<file path="src/rtl/mem_sequencer.sv">
// Memory bring-up sequencer: writes addr^seed over a range, reads it back, counts mismatches.
// Per word: 1+HOLD write cycles, then 2+HOLD read/compare cycles; all outputs registered.
module mem_sequencer #(
  parameter int HOLD = 2
) (
  input  logic        clk,
  input  logic        rst,
  input  logic        start,
  input  logic [15:0] base,
  input  logic [15:0] count,
  input  logic [15:0] seed,
  input  logic [15:0] dataRead,
  output logic [1:0]  control,
  output logic [15:0] addr,
  output logic [15:0] dataWrite,
  output logic        busy,
  output logic        done,
  output logic        pass,
  output logic [15:0] errCount,
  output logic [15:0] firstErrAddr
);

  generate
    if (HOLD < 2) begin : g_bad_hold
      $error("mem_sequencer: HOLD must be at least 2");
    end
  endgenerate

  localparam int HW = (HOLD < 2) ? 1 : $clog2(HOLD);

  typedef enum logic [2:0] {
    IDLE, W_SETUP, W_HOLD, R_SETUP, R_HOLD, R_CHECK, DONE
  } state_t;

  state_t        state, state_nxt;
  logic [HW-1:0] hold_cnt, hold_nxt;
  logic [15:0]   remain, remain_nxt;
  logic [15:0]   base_q, base_nxt, count_q, count_nxt, seed_q, seed_nxt;
  logic [15:0]   addr_nxt, dw_nxt, err_nxt, first_nxt, err_upd;
  logic [1:0]    control_nxt;
  logic          done_nxt, pass_nxt, busy_nxt, mismatch;

  always_comb begin
    state_nxt  = state;
    hold_nxt   = hold_cnt;
    remain_nxt = remain;
    base_nxt   = base_q;
    count_nxt  = count_q;
    seed_nxt   = seed_q;
    addr_nxt   = addr;
    err_nxt    = errCount;
    first_nxt  = firstErrAddr;
    done_nxt   = done;
    pass_nxt   = pass;
    mismatch   = (dataRead != (addr ^ seed_q));
    err_upd    = (mismatch && errCount != 16'hFFFF) ? errCount + 16'd1 : errCount;

    case (state)
      IDLE, DONE: begin
        if (start) begin
          base_nxt   = base;
          count_nxt  = count;
          seed_nxt   = seed;
          remain_nxt = count;
          addr_nxt   = base;
          err_nxt    = 16'd0;
          first_nxt  = 16'd0;
          // An empty range is trivially clean and finishes at once.
          done_nxt   = (count == 16'd0);
          pass_nxt   = (count == 16'd0);
          state_nxt  = (count == 16'd0) ? DONE : W_SETUP;
        end
      end
      W_SETUP: begin
        hold_nxt  = '0;
        state_nxt = W_HOLD;
      end
      W_HOLD: begin
        if (hold_cnt == HW'(HOLD - 1)) begin
          hold_nxt = '0;
          if (remain != 16'd1) begin
            remain_nxt = remain - 16'd1;
            addr_nxt   = addr + 16'd1;
            state_nxt  = W_SETUP;
          end else begin
            remain_nxt = count_q;
            addr_nxt   = base_q;
            state_nxt  = R_SETUP;
          end
        end else begin
          hold_nxt = hold_cnt + HW'(1);
        end
      end
      R_SETUP: begin
        hold_nxt  = '0;
        state_nxt = R_HOLD;
      end
      R_HOLD: begin
        if (hold_cnt == HW'(HOLD - 1)) begin
          hold_nxt  = '0;
          state_nxt = R_CHECK;
        end else begin
          hold_nxt = hold_cnt + HW'(1);
        end
      end
      R_CHECK: begin
        err_nxt = err_upd;
        if (mismatch && errCount == 16'd0) first_nxt = addr;
        remain_nxt = remain - 16'd1;
        if (remain != 16'd1) begin
          addr_nxt  = addr + 16'd1;
          state_nxt = R_SETUP;
        end else begin
          done_nxt  = 1'b1;
          pass_nxt  = (err_upd == 16'd0);
          state_nxt = DONE;
        end
      end
      default: state_nxt = IDLE;
    endcase

    busy_nxt    = (state_nxt != IDLE) && (state_nxt != DONE);
    control_nxt = (state_nxt == W_HOLD) ? 2'b01 :
                  (state_nxt == R_HOLD) ? 2'b10 : 2'b00;
    // Write data only moves when a new write word is set up.
    dw_nxt      = (state_nxt == W_SETUP) ? (addr_nxt ^ seed_nxt) : dataWrite;
  end

  always_ff @(posedge clk) begin
    if (!rst) begin
      state        <= IDLE;
      hold_cnt     <= '0;
      remain       <= 16'd0;
      base_q       <= 16'd0;
      count_q      <= 16'd0;
      seed_q       <= 16'd0;
      control      <= 2'b00;
      addr         <= 16'd0;
      dataWrite    <= 16'd0;
      busy         <= 1'b0;
      done         <= 1'b0;
      pass         <= 1'b0;
      errCount     <= 16'd0;
      firstErrAddr <= 16'd0;
    end else begin
      state        <= state_nxt;
      hold_cnt     <= hold_nxt;
      remain       <= remain_nxt;
      base_q       <= base_nxt;
      count_q      <= count_nxt;
      seed_q       <= seed_nxt;
      control      <= control_nxt;
      addr         <= addr_nxt;
      dataWrite    <= dw_nxt;
      busy         <= busy_nxt;
      done         <= done_nxt;
      pass         <= pass_nxt;
      errCount     <= err_nxt;
      firstErrAddr <= first_nxt;
    end
  end

endmodule
</file>
<file path="config.mk">
export PLATFORM = sky130hd
export DESIGN_NAME = mem_sequencer
export DESIGN_NICKNAME = d
export VERILOG_FILES = /design/src/rtl/mem_sequencer.sv
export SDC_FILE = /design/constraint.sdc
export NUM_CORES = 1
export LEC_CHECK = 0
export CAP_MARGIN = 30
export CORE_UTILIZATION = 64
export DETAILED_ROUTE_END_ITERATION = 7
export DONT_BUFFER_PORTS = 1
export PLACE_DENSITY = 0.8
export SLEW_MARGIN = 20
export SYNTH_ARGS = -nofsm -noshare
export SYNTH_HDL_FRONTEND = slang
export SYNTH_SLANG_ARGS = --single-unit
</file>
<file path="constraint.sdc">
create_clock -name clk -period 3.29 [get_ports clk]
set_clock_uncertainty 0.1 [all_clocks]
set_input_delay 0.658 -clock clk [delete_from_list [all_inputs] [get_ports clk]]
set_output_delay 0.658 -clock clk [all_outputs]
set_load 0.01 [all_outputs]
</file>
==> results.tsv <==
metric	value	unit
pwr-share-comb	0.246	
cpMostUsedCell	nor3b_2	
muxShareOfSynthArea	0.0341	
synthFlopType	dfxtp_1	
gr-max-usage-layer	met2	
initial_core_util	0.670	
drtIter0Drc	907	
use_met3	0.0913	
synthSimpleGateAreaFrac	0.239	
period_minus_slack	3.04	ns
p_int	3.65	mW
synth_fa_ha_area_frac	0.00843	
slowest_delay	0.67	ns
h-tree-depth	4	
finalHoldViolations	0	
synth_top_family_by_area	simple AND/OR/NAND/NOR gates	
tritoncts	yes	
rows	38	
antenna_cells	0	
yosysSeqAreaShare	0.370	
maxCapViolCount	0	
fin_util	0.740	
cp.arrival	3.26	ns
dieWidth	110	microns
async_flop_share	0	
crit_required	3.51	ns
timing.fmax	329	MHz
synth_xor_area_frac	0.0828	
placed_cells	1042	
core	0.0111	sq mm
grt_pass1_wl	33300	microns
setup_viol	0	
cts_resized	0	
rsz0062_at_grt	no	
ys_ff_latch	137	
path_buf_inv	2	
netlist_top_cells_area	dfxtp_1 37%, nand2_1 7.2%, a21oi_1 6.9%	
slowest_stage	dfxtp_1	
dieHeight	110	microns
pwr-share-seq	0.383	
path_delay_family	simple AND/OR/NAND/NOR gates	
avgViaCountPerCell	6.61	
p_leak	3.11	nW
postSynthCellCount	935	
critPathKind	register to register	
firstDrtPassIters	6	
end_kind	register	
maxSlewHeadroom	0.472	
grt_start_max_net_pins	64	
fill_cells	867	
power_density	653	mW/mm^2
routed_wl	21600	microns
cts_buffers	17	
drive_gt1_frac	0.0857	
die_area	0.0120	sq mm
synth_top_area_share	0.370	
p_sw	1.71	mW
p_clk_frac	0.371	
synth_area	0.00742	sq mm
cts_setup_buffers	0	
overflow	0	
power	5.36	mW
via_count	7091	
worstMarginPinSlew	0.792	ns
fin_nets	993	
stdcell_count	1073	
slew_viol_final	0	
tns	0	ns
grt_usage	0.366	
yosys_warnings	0	
antenna_left	0	
area_delta_synth_final	10.5	%
worstSkewPairLatency	0.43	ns
post_dp_cell_area	0.00758	sq mm
ctsRootBufferMaster	clkbuf_16	
hpwl	15000	microns
yosys.area.top_type	dfxtp_1	
synth_edf_count	0	
outcome	completed	
place_congestion	0.985	
cts_sinks	137	
grt_pass1_vias	6603	
path_clk_slew	0.06	ns
io_buffers	0	
io_pins	136	
stdcell_area	0.00820	sq mm
drc	0	
avgSynthCellArea	7.93	sq um
startpoint_type	register	
synth_cell_types	69	
synth_nets	1007	
antenna_found_initial	0	
clockBufferDepth	2	
switching_share	0.319	
rrSetupSlack	0.25	ns
synth_compound_area_frac	0.219	
fin_crit_sh	0.924	
cp_max_fo	28	
hold_buffers	0	
hold_path.class	input port to register	
met1_usage	0.477	
routedWlPerCell	20.2	microns
use_met2	0.575	
peakVddDrop	0.600	mV
crit_chain	xor2_1 > nor3b_2 > nand2_1 > nand3_1 > inv_1 > nor3b_2 > buf_4 > nor2_1 > a211oi_1	
==> final timing paths <==
path / start / to / cells after the start
setup / recovery: state[1] / dataWrite[1] / 9
hold / removal: rst / errCount[8] / 1
hold reg to reg: count_q[13] / count_q[13] / 2
setup reg to reg: state[1] / dataWrite[1] / 9
==> registers in the layout, summed over array words and instances (netlist names) <==
register	cells
addr	16
base_q	16
busy	1
control	2
count_q	16
dataWrite	16
done	1
errCount	16
firstErrAddr	16
hold_cnt	1
pass	1
remain	16
seed_q	16
state	3
==> cell usage in the layout (no fill, tap or decap), types with 15 or more instances in the layout <==
cell type | Yosys | layout
dfxtp_1 | 137 | 137
mux2i_1 | 23 | 23
o21ai_0 | 59 | 59
nor2_1 | 90 | 90
xnor3_1 | 16 | 16
nor3_1 | 18 | 18
a21oi_1 | 102 | 102
xor2_1 | 15 | 15
nand3_1 | 36 | 36
clkbuf_16 | 0 | 17
nand2_1 | 142 | 142
buf_4 | 1 | 34
==> stage by stage <==
step           worst slack, ns  hold WS [ns]
6_report                 0.251         0.252
3_5_place_dp             0.334         0.347
2_1_floorplan            0.682         0.333
4_1_cts                  0.323         0.246
3_3_place_gp             0.425         0.340
5_1_grt                 0.0232         0.248
==> power by group through the flow <==
stage / Clock [mW] / Sequential (mW) / Combinational [mW]
global route: 2.06 / 2.07 / 1.44
CTS: 1.99 / 2.04 / 1.29
detailed placement: 0 / 2.08 / 1.28
global placement: 0 / 2.07 / 1.25
finish: 1.99 / 2.05 / 1.32
floorplan: 0 / 2.02 / 0.972
==> layout make-up <==
cell class                      instances  area [sq um]  area share
Clock buffer                           25           505      0.0617
Clock inverter                          6           111      0.0136
Inverter                               16          61.3     0.00748
Multi-Input combinational cell        715          4350       0.530
Sequential cell                       137          2740       0.335
Tap cell                              140           175      0.0214
Timing Repair Buffer                   34           255      0.0311
==> routing by layer <==
layer  part of all wire  up-vias
met5                  0        -
met4              0.025        0
met3               0.10       53
met2               0.47      400
met1               0.41     3311
li1                   -     3327
==> kinds of logic (layout without fill, tap and decap cells) <==
| family | Yosys count | in the layout |
|---|---|---|
| AO/OA/AOI/OAI | 263 | 263 |
| AND/OR/NAND/NOR | 377 | 377 |
| buffers and inverters | 83 | 81 |
| flip-flops | 137 | 137 |
| adder cells (fa/ha/maj) | 5 | 5 |
| XOR/XNOR | 45 | 45 |
| multiplexers | 25 | 25 |
==> Yosys cell counts, types with 3 or more instances <==
cell type / number
a211oi_1: 13
a21o_1: 4
a21oi_1: 102
a221o_1: 3
a221oi_1: 6
a222oi_1: 3
a22o_1: 7
a22oi_1: 8
a31oi_1: 10
and2_1: 14
and3_1: 12
and4_1: 7
buf_2: 7
buf_6: 3
clkbuf_1: 54
dfxtp_1: 137
ha_1: 5
inv_1: 14
mux2i_1: 23
nand2_1: 142
nand2b_1: 3
nand3_1: 36
nand3b_1: 4
nand4_1: 14
nor2_1: 90
nor2b_1: 4
nor3_1: 18
nor3_2: 3
nor3b_1: 3
nor4_1: 12
o211a_1: 3
o211ai_1: 6
o21a_1: 3
o21ai_0: 59
o221ai_1: 3
o22ai_1: 5
o31ai_1: 7
or2_2: 3
or3_1: 4
xnor2_1: 14
xnor3_1: 16
xor2_1: 15
(Power assumes the default switching activity.)
